===== src/rtl/axis_word_packer_if.sv =====
// ---------------------------------------------------------------------------
// axis_word_packer_if
// Bundles the narrow upstream beat stream and the wide downstream word stream
// of the word packer.
//   Upstream   : i_valid, i_data[IN_WIDTH], i_last  -> packer ; i_ready <- packer
//   Downstream : o_valid, o_data[IN_WIDTH*RATIO], o_keep[RATIO], o_last
//                packer -> ; o_ready -> packer
// Modports:
//   slave  - the packer's own view (consumes beats, produces words)
//   master - the environment's view (produces beats, consumes words)
// ---------------------------------------------------------------------------
interface axis_word_packer_if #(
  parameter int IN_WIDTH = 8,
  parameter int RATIO    = 4
);
  logic                      i_valid;
  logic [IN_WIDTH-1:0]       i_data;
  logic                      i_last;
  logic                      i_ready;
  logic                      o_valid;
  logic [IN_WIDTH*RATIO-1:0] o_data;
  logic [RATIO-1:0]          o_keep;
  logic                      o_last;
  logic                      o_ready;

  modport slave (
    input  i_valid, i_data, i_last, o_ready,
    output i_ready, o_valid, o_data, o_keep, o_last
  );

  modport master (
    output i_valid, i_data, i_last, o_ready,
    input  i_ready, o_valid, o_data, o_keep, o_last
  );
endinterface


===== src/rtl/axis_word_packer.sv =====
// ---------------------------------------------------------------------------
// axis_word_packer
// Packs RATIO consecutive IN_WIDTH-bit beats into one IN_WIDTH*RATIO-bit word,
// little-endian (first beat in the low lane). A word is closed early by
// i_last; unfilled lanes read zero and o_keep marks the filled lanes.
// The completing beat and the accumulator load the output register on the
// same edge, so a word appears one cycle after its last beat.
// Ports:
//   aclk   - clock, rising edge
//   areset - synchronous, active-high reset
//   bus    - axis_word_packer_if.slave (upstream beats, downstream words)
// ---------------------------------------------------------------------------
module axis_word_packer #(
  parameter int IN_WIDTH = 8,
  parameter int RATIO    = 4
) (
  input  logic                 aclk,
  input  logic                 areset,
  axis_word_packer_if.slave    bus
);

  localparam int                OUT_WIDTH = IN_WIDTH * RATIO;
  localparam int                LANE_W    = $clog2(RATIO);
  localparam logic [LANE_W-1:0] LAST_LANE = LANE_W'(RATIO - 1);

  logic [LANE_W-1:0]    lane_r;
  logic [OUT_WIDTH-1:0] acc_data_r;
  logic [RATIO-1:0]     acc_keep_r;
  logic                 o_valid_r;
  logic [OUT_WIDTH-1:0] o_data_r;
  logic [RATIO-1:0]     o_keep_r;
  logic                 o_last_r;

  logic                 i_ready_s;
  logic                 in_fire_s;
  logic                 out_fire_s;
  logic                 complete_s;
  logic [OUT_WIDTH-1:0] ins_data_s;
  logic [RATIO-1:0]     ins_keep_s;
  logic [OUT_WIDTH-1:0] merged_data_s;
  logic [RATIO-1:0]     merged_keep_s;

  // Ready whenever the output register is empty or is being drained this cycle.
  assign i_ready_s  = ~areset & (~o_valid_r | bus.o_ready);
  assign in_fire_s  = bus.i_valid & i_ready_s;
  assign out_fire_s = o_valid_r & bus.o_ready;
  assign complete_s = in_fire_s & ((lane_r == LAST_LANE) | bus.i_last);

  // Place the incoming beat into its lane; all other lanes stay zero.
  always_comb begin
    ins_data_s = '0;
    ins_keep_s = '0;
    for (int l = 0; l < RATIO; l++) begin
      ins_keep_s[l]                       = (lane_r == LANE_W'(l));
      ins_data_s[l*IN_WIDTH +: IN_WIDTH]  = bus.i_data & {IN_WIDTH{ins_keep_s[l]}};
    end
  end

  // Lanes above the current index are always zero in the accumulator, so OR merges cleanly.
  always_comb begin
    merged_data_s = acc_data_r | ins_data_s;
    merged_keep_s = acc_keep_r | ins_keep_s;
  end

  // Lane counter, accumulator and output register.
  always_ff @(posedge aclk) begin
    if (areset) begin
      lane_r     <= '0;
      acc_data_r <= '0;
      acc_keep_r <= '0;
      o_valid_r  <= 1'b0;
      o_data_r   <= '0;
      o_keep_r   <= '0;
      o_last_r   <= 1'b0;
    end else begin
      if (complete_s) begin
        lane_r     <= '0;
        acc_data_r <= '0;
        acc_keep_r <= '0;
      end else if (in_fire_s) begin
        lane_r     <= lane_r + LANE_W'(1);
        acc_data_r <= merged_data_s;
        acc_keep_r <= merged_keep_s;
      end else begin
        lane_r     <= lane_r;
        acc_data_r <= acc_data_r;
        acc_keep_r <= acc_keep_r;
      end

      // A completion may only happen when the register is free or draining,
      // so loading here never overwrites an untransferred word.
      if (complete_s) begin
        o_valid_r <= 1'b1;
        o_data_r  <= merged_data_s;
        o_keep_r  <= merged_keep_s;
        o_last_r  <= bus.i_last;
      end else if (out_fire_s) begin
        o_valid_r <= 1'b0;
      end else begin
        o_valid_r <= o_valid_r;
      end
    end
  end

  assign bus.i_ready = i_ready_s;
  assign bus.o_valid = o_valid_r;
  assign bus.o_data  = o_data_r;
  assign bus.o_keep  = o_keep_r;
  assign bus.o_last  = o_last_r;

endmodule


===== src/flat_wrapper.sv =====
// flat-port wrapper written by rule: the top's interface ports become plain ports
module axis_word_packer_flat 
#(
  parameter int IN_WIDTH = 8,
  parameter int RATIO    = 4
)
  (aclk, areset, bus_i_valid, bus_i_data, bus_i_last, bus_o_ready, bus_i_ready, bus_o_valid, bus_o_data, bus_o_keep, bus_o_last);
  axis_word_packer_if #(.IN_WIDTH(IN_WIDTH), .RATIO(RATIO)) bus_i ();
  input  logic aclk;
  input  logic areset;
  input wire logic [$bits(bus_i.i_valid)-1:0] bus_i_valid;
  input wire logic [$bits(bus_i.i_data)-1:0] bus_i_data;
  input wire logic [$bits(bus_i.i_last)-1:0] bus_i_last;
  input wire logic [$bits(bus_i.o_ready)-1:0] bus_o_ready;
  output wire logic [$bits(bus_i.i_ready)-1:0] bus_i_ready;
  output wire logic [$bits(bus_i.o_valid)-1:0] bus_o_valid;
  output wire logic [$bits(bus_i.o_data)-1:0] bus_o_data;
  output wire logic [$bits(bus_i.o_keep)-1:0] bus_o_keep;
  output wire logic [$bits(bus_i.o_last)-1:0] bus_o_last;
  assign bus_i.i_valid = bus_i_valid;
  assign bus_i.i_data = bus_i_data;
  assign bus_i.i_last = bus_i_last;
  assign bus_i.o_ready = bus_o_ready;
  assign bus_i_ready = bus_i.i_ready;
  assign bus_o_valid = bus_i.o_valid;
  assign bus_o_data = bus_i.o_data;
  assign bus_o_keep = bus_i.o_keep;
  assign bus_o_last = bus_i.o_last;
  axis_word_packer #(.IN_WIDTH(IN_WIDTH), .RATIO(RATIO)) u_core (.aclk(aclk), .areset(areset), .bus(bus_i));
endmodule

===== config.mk =====
export PLATFORM = sky130hd
export DESIGN_NAME = axis_word_packer_flat
export DESIGN_NICKNAME = d
export VERILOG_FILES = /design/src/rtl/axis_word_packer_if.sv /design/src/rtl/axis_word_packer.sv /design/src/flat_wrapper.sv
export SDC_FILE = /design/constraint.sdc
export NUM_CORES = 1
export LEC_CHECK = 0
export ABC_AREA = 1
export BUFFER_PORTS_ARGS = -buffer_cell sky130_fd_sc_hd__buf_2
export CAP_MARGIN = 20
export CORE_ASPECT_RATIO = 0.9
export CORE_UTILIZATION = 25
export DETAILED_ROUTE_END_ITERATION = 8
export PLACE_DENSITY = 0.52
export SLEW_MARGIN = 40
export SYNTH_ARGS = -nofsm -noshare
export SYNTH_HDL_FRONTEND = slang
export SYNTH_SLANG_ARGS = --single-unit

===== constraint.sdc =====
create_clock -name aclk -period 1.79 [get_ports aclk]
set_input_delay 0.179 -clock aclk [delete_from_list [all_inputs] [get_ports aclk]]
set_output_delay 0.179 -clock aclk [all_outputs]
set_load 0.005 [all_outputs]

==> key figures, run 1 <==
Pwr
  • Clock network fraction of design power: 45.3%
  • Power Density: ~960 mW/mm2
  • Switching Share: approximately 25%
  • Power share of the sequential group: 44.9%
  • NetSw: 996.1 uW
  • Gate power share: 9.8%
  • Worst IR Drop VDD: between 0.3 and 0.4 mV
  • Int Pwr: slightly below 3000 uW
  • Leak: 0.002071 uW

Synthesis
  • Mapped Area: 0.003477 mm2
  • Compound-Gate Fraction of Synth Area: 5.865%
  • Number of synthesized register bits: 76
  • Syn_nets: about 500
  • Xor/xnor share of the synthesized area: less than 1%
  • Simple-gate portion of the synthesized area: 33.93%
  • Synthesized area per cell: 7.154 um2
  • Largest family of logic cells by synthesized area: simple AND/OR/NAND/NOR gates
  • Post-Synth Adder-Cell Area: about 1.4%
  • Mapped Cells: 486
  • Seq/Total Area, Yosys: 43.76%
  • Post-synthesis mux area share: 0%
  • Syn. warnings: 0
  • Synth cell types: 21

Clocking
  • Worst-Skew Late Latency: around 0.34 ns
  • Clock sinks: 76
  • Root Buffer: clkbuf_16
  • CTS buffer count: 9
  • H-tree lvl count: 3
  • CTS tree: done
  • Worst-path clk slew: 0.06 ns
  • Post-CTS Setup Repair Bufs: 0
  • Hold-fix buffers, CTS: 0
  • Post-cts sizing count: 0
  • CTS max path bufs: 2

Final layout
  • Fin area: 0.004134 mm2
  • Utilization after layout: 30.71%
  • Multi-input gate area: 0.001445 mm2
  • Antenna Cells: 0
  • Synth-to-Final Area Change: 18.89%
  • Commonest non-fill, non-tap cells in the layout: 136 x nand2_1, 89 x nor2_1, 85 x inv_1
  • Layout Nets: 552
  • Commonest non-fill, non-tap cell in the layout: nand2_1
  • Register area: 0.001521 mm2
  • Fill count: 1457
  • Share of cells above drive strength 1: 18.52%

STA
  • Setup ws final: roughly 0.13 ns
  • Clock Skew: 0.007827 ns
  • Min Tclk post-route: 1.665 ns
  • Slew @ Worst Pin: 0.4379 ns
  • RSZ-0062 raised after global routing: yes
  • Fin. Hold Viols: 0
  • Setup violations, final: 0
  • Final number of max-transition violations: 0
  • Max Freq: 600.8 MHz
  • Relative slew slack: 70.81%
  • Fin crit share: slightly above 90%
  • WHS: 0.07117 ns

Worst setup path
  • Crit path cell chain: ha_1 > inv_2 > nand2_4 > nand4_4 > buf_12 > nor2_1 > nor2_1
  • Slowest cell on crit path: dfxtp_1
  • Critical path required time: around 2 ns
  • Data arrival, critical path: 1.89 ns
  • Setup CP Type: register to register
  • Worst path max stage delay: 0.39 ns
  • Crit Path Max Fanout: 37
  • Worst setup EP type: register
  • Startpoint types: register
  • Critical Path Most Common Cell: nor2_1

Floorplan
  • Rows: 40
  • Core Region: about 0.013 mm2
  • Die extent in x: about 130 um
  • Die H: 113.9 um
  • Die area: roughly 0.014 mm2
  • I/O pins: 52
  • Initial core utilization: 25.83%

Placed design
  • HPWL Detailed: 5573 um
  • # port buffers: 51
  • Area after DPL: 0.003841 mm2
  • Place WS: ~0.13 ns
  • Final Wtd Congestion: 0.7054

Detailed routing
  • DR iter-0 viols: 115
  • Drt wl/cell: about 11 um
  • First-pass detailed-route iteration total: 4
  • DRC: 0
  • Via count: around 2800
  • Drt total wl: 7897 um
  • Drt via density: 3.994
  • Post-route antenna net violation count: 0

GRT
  • Grt ovf: 0
  • Largest net degree at the start of global routing: 38
  • Grt met3 use: 3.987%
  • Initial antenna violation count: 0
  • First-pass GRT wire length: between 10000 and 15000 um
  • All-layer global routing usage: 12.04%
  • GR Util met1: around 15%
  • Vias in the first global route: approximately 2800
  • Met2 Usage GRT: 18.71%
  • Most Crowded Layer GR: met2

Run
  • Max Cap Viol: 0

Run status
  • Status: finished clean

Hold path
  • Worst hold path type: input pin to register
## power by group through the flow
stage               Clock [uW]  Sequential [uW]  Combinational [uW]
floorplan                    0             1820                 277
global placement             0             1810                 388
detailed placement           0             1810                 394
CTS                       1850             1780                 396
global route              1920             1780                 449
finish                    1790             1780                 388
## sequential cells by signal, indices dropped and copies added, names as in the netlist
register,cells
u_core.acc_keep_r,4
u_core.acc_data_r,32
u_core.bus.o_last,1
u_core.bus.o_data,32
u_core.bus.o_valid,1
u_core.lane_r,2
u_core.bus.o_keep,4
## Yosys cell counts
master      n  area share [%]
inv_1      85             9.2
nand4_1     4            0.72
buf_2       6            0.86
xor2_1      1            0.25
o21ai_0    32             4.6
a21oi_2     1            0.25
inv_2       2            0.22
nor2_4     20             6.5
clkbuf_1    1            0.11
nand3_1     5            0.72
nand3_4     1            0.50
nand4_4     1            0.61
a21oi_1     7             1.0
nand2_4     1            0.32
nand2_1   137              15
nor2_1     89             9.6
buf_12      2             1.2
dfxtp_1    76              44
ha_1        4             1.4
buf_6      10             3.2
nand2_2     1            0.18
## final timing paths
kind	start	slack (ns)	endpoint	cells after the start
max reg2reg	u_core.lane_r[0]	0.13	u_core.bus.o_data[13]	7
max	u_core.lane_r[0]	0.13	u_core.bus.o_data[13]	7
min	areset	0.07	u_core.bus.o_valid	2
min reg2reg	u_core.acc_keep_r[1]	0.45	u_core.acc_keep_r[1]	2
## layout make-up
type | count | share of cell area (%)
clock inverters | 6 | 1.544
clock buffers | 10 | 5.539
multi-input cells | 304 | 34.96
well taps | 168 | 5.085
repair buffers | 57 | 8.172
inverters | 87 | 7.900
flip-flops and latches | 76 | 36.80
## routing by layer
| metal | part of all wire, % | wire length (um) | vias to the layer above |
|---|---|---|---|
| li1 | - | - | 1524 |
| met1 | 51 | 4022 | 1229 |
| met2 | 42 | 3326 | 64 |
| met3 | 5.4 | 425 | 11 |
| met4 | 1.5 | 122 | 0 |
| met5 | 0 | 0 | - |
## critical path, delay by kind of cell (launching register included)
family,cells,cell delay (ns)
adders and majority gates,1,0.21
buffers and inverters,2,0.36
DFF,1,0.39
and+or+nand+nor,4,0.56
## through the flow
stage,power [uW],instances,setup TNS (ns)
after global routing,4151,708,-0.003136
after CTS,4027,708,0
after global placement,2202,692,0
after detailed placement,2209,692,0
final,3959,708,0
after floorplan,2094,486,0
## kinds of logic after synthesis
family          Yosys count
buf+inv                 106
flops                    76
compound gates           40
simple gates            259
fa+ha+maj                 4
xor+xnor                  1
Power figures use the tool's default switching activity.
==> run 2, diff against run 1 <==
--- a/config.mk
+++ b/config.mk
@@ -5,13 +5,12 @@
 export SDC_FILE = /design/constraint.sdc
 export NUM_CORES = 1
 export LEC_CHECK = 0
-export ABC_AREA = 1
 export BUFFER_PORTS_ARGS = -buffer_cell sky130_fd_sc_hd__buf_2
 export CAP_MARGIN = 20
-export CORE_ASPECT_RATIO = 0.9
+export CORE_ASPECT_RATIO = 1.75
 export CORE_UTILIZATION = 25
 export DETAILED_ROUTE_END_ITERATION = 8
-export PLACE_DENSITY = 0.52
+export PLACE_DENSITY = 0.53
 export SLEW_MARGIN = 40
 export SYNTH_ARGS = -nofsm -noshare
 export SYNTH_HDL_FRONTEND = slang
==> run 2 against run 1 <==
Net effect: sequential cell count unchanged; area after synthesis down 9.5%; wire length up 8.2%; clock skew down 0.0031 ns; synthesized cell count down 36%; sequential power about the same; clock-buffer cell count up 1; utilization up 0.93 points.
==> key figures, run 2 <==
STA
  • Relative slew slack: 72.55%
  • Clock Skew: roughly 0.0048 ns
  • Max Freq: between 500 and 600 MHz
  • Fin crit share: 94.08%
  • Fin. Hold Viols: 0
  • Final number of max-transition violations: 0
  • Setup violations, final: 0
  • Slew @ Worst Pin: 0.4118 ns
  • RSZ-0062 raised after global routing: no
  • TNS Setup: 0 ns
  • Min Tclk post-route: about 1.7 ns

Clocking
  • CTS buffer count: 9
  • CTS max path bufs: 2
  • Clock sinks: 76
  • Hold-fix buffers, CTS: 0
  • Root Buffer: clkbuf_16
  • Worst-path clk slew: 0.06 ns
  • Post-CTS Setup Repair Bufs: 0
  • CTS tree: done
  • Worst-Skew Late Latency: 0.34 ns
  • H-tree lvl count: 3
  • Post-cts sizing count: 0

GRT
  • Initial antenna violation count: 0
  • First-pass GRT wire length: 13590 um
  • Vias in the first global route: 2560
  • All-layer global routing usage: 13.93%
  • Grt ovf: 0
  • Largest net degree at the start of global routing: 47

Detailed routing
  • Drt wl/cell: ~16 um
  • Drt via density: 4.902
  • Via count: about 2600
  • DRC: 0
  • Post-route antenna net violation count: 0
  • DR iter-0 viols: roughly 160
  • First-pass detailed-route iteration total: 4
  • Drt total wl: 8547 um

Pwr
  • NetSw: between 900 and 1000 uW
  • Switching Share: 25.38%
  • Leak: 0.001394 uW
  • Worst IR Drop VDD: around 0.45 mV
  • Gate power share: 9.9%
  • Power share of the sequential group: 45.5%
  • Int Pwr: 2914 uW
  • Total power: 3905 uW
  • Clock network fraction of design power: approximately 45%
  • Power Density: approximately 1000 mW/mm2

Run
  • Max Cap Viol: 0

Floorplan
  • Initial core utilization: 25.93%
  • I/O pins: 52
  • Die H: 150.4 um
  • Die area: 0.01306 mm2
  • Die extent in x: 86.81 um
  • Rows: 53
  • Core Region: between 0.01 and 0.015 mm2

Worst setup path
  • R2R depth: 5
  • Critical path required time: 2.05 ns
  • Data arrival, critical path: 1.94 ns
  • Crit path capture: u_core.bus.o_data[22]
  • Register-to-register setup slack: 0.11 ns
  • Reg2reg end: u_core.bus.o_data[22]
  • Worst setup EP type: register
  • Setup CP Type: register to register
  • Critical Path Source: u_core.lane_r[0]
  • Startpoint types: register
  • Crit Path Max Fanout: 15
  • RR Startpoint: u_core.lane_r[0]

Synthesis
  • Mapped Area: 0.003147 mm2
  • EDFF count, synth: 0
  • Seq/Total Area, Yosys: 48.35%
  • Post-synth top area share: 48.35%
  • Top-count cell post-synth: dfxtp_1
  • Area contributors post-synth: dfxtp_1 48%, a211oi_2 12%, a31oi_1 8.0%
  • Synthesized area per cell: slightly above 10 um2
  • Syn. warnings: 0
  • Synth cell types: 29
  • Post-synth top cells: 76 x dfxtp_1, 40 x a31oi_1, 33 x a21oi_1
  • Syn_nets: 328
  • Synth Flop Type: dfxtp_1
  • Area leader, netlist: dfxtp_1
  • Mapped Cells: slightly above 300
  • Synth async-reset ratio: 0%
  • Number of synthesized register bits: 76

Final layout
  • Share of cells above drive strength 1: 33.61%
  • Commonest non-fill, non-tap cell in the layout: dfxtp_1
  • Antenna Cells: 0
  • Commonest non-fill, non-tap cells in the layout: 76 x dfxtp_1, 51 x buf_2, 40 x a31oi_1
  • Layout Nets: 369
  • Synth-to-Final Area Change: 21.99%

Hold path
  • Worst hold path type: input pin to register

Placed design
  • HPWL Detailed: around 5900 um
  • # port buffers: 51
  • Final Wtd Congestion: 0.7442

Run status
  • Status: finished clean
-- run 2: cell types whose count changed after synthesis, moves of 8 or more --
cell	before	now
a211oi_2	0	29
a21oi_1	7	33
a31oi_1	0	40
a41oi_1	0	24
and2_1	0	8
buf_2	6	17
inv_1	85	4
nand2_1	137	0
nor2_1	89	32
nor2_4	20	0
o21ai_0	32	2
-- run 2: through the flow --
step / cell area, um2 / hold slack, ns / util [%] / cells / worst slack (ns)
after floorplan: 3147 / 0.3498 / - / 311 / 0.3399
after global placement: 3542 / 0.4428 / 29.19 / 506 / 0.1055
after detailed placement: 3542 / 0.4445 / 29.19 / 506 / 0.01788
after CTS: 3830 / 0.1380 / 31.56 / 522 / 0.01093
after global routing: 3839 / 0.1741 / 31.63 / 522 / 0.01200
final: 3839 / 0.1484 / 31.63 / 522 / 0.1059
-- run 2: cell type report --
class	instances	area [um2]
clock buffers	11	252.7
fillers	1256	8297
well taps	165	206.4
flip-flops and latches	76	1521
multi-input cells	194	1395
inverters	4	15.01
clock inverters	5	35.03
repair buffers	67	412.9
-- run 2: layer usage --
metal  share of wire, %  up-vias  GRT usage [%]
li1                   -     1263              -
met1                 41     1232          15.90
met2                 53       55          24.25
met3                3.7        9          3.289
met4                2.0        0          6.250
met5                  0        -              0
-- run 2: kinds of logic after synthesis --
group           after synthesis  share of synthesized area (%)
flops                        76                          48.35
buf+inv                      41                          7.873
compound gates              140                          34.83
simple gates                 50                          7.356
fa+ha+maj                     4                          1.591
-- run 2: how the worst min path moves through the flow --
stage                          startpoint                     to  cells past startpoint
CTS                            bus_i_last      u_core.bus.o_last                      3
floorplan                      bus_i_last      u_core.bus.o_last                      2
detailed placement  u_core.acc_data_r[30]  u_core.acc_data_r[30]                      1
finish                         bus_i_last      u_core.bus.o_last                      3
global route                   bus_i_last      u_core.bus.o_last                      3
global placement    u_core.acc_data_r[30]  u_core.acc_data_r[30]                      1
-- run 2: power by group through the flow --
| stage | Clock (uW) | Combinational [uW] | Sequential [uW] |
|---|---|---|---|
| 3_5_place_dp | 0 | 390 | 1810 |
| 5_1_grt | 1850 | 425 | 1780 |
| 3_3_place_gp | 0 | 385 | 1810 |
| 6_report | 1740 | 388 | 1780 |
| 2_1_floorplan | 0 | 247 | 1810 |
| 4_1_cts | 1780 | 392 | 1780 |
-- run 2: worst max-delay path, stage by stage, from the launching register on --
cell,delay (ns)
dfxtp_1,0.34
ha_1,0.21
or2_1,0.27
and3_2,0.37
buf_4,0.24
a211oi_2,0.18
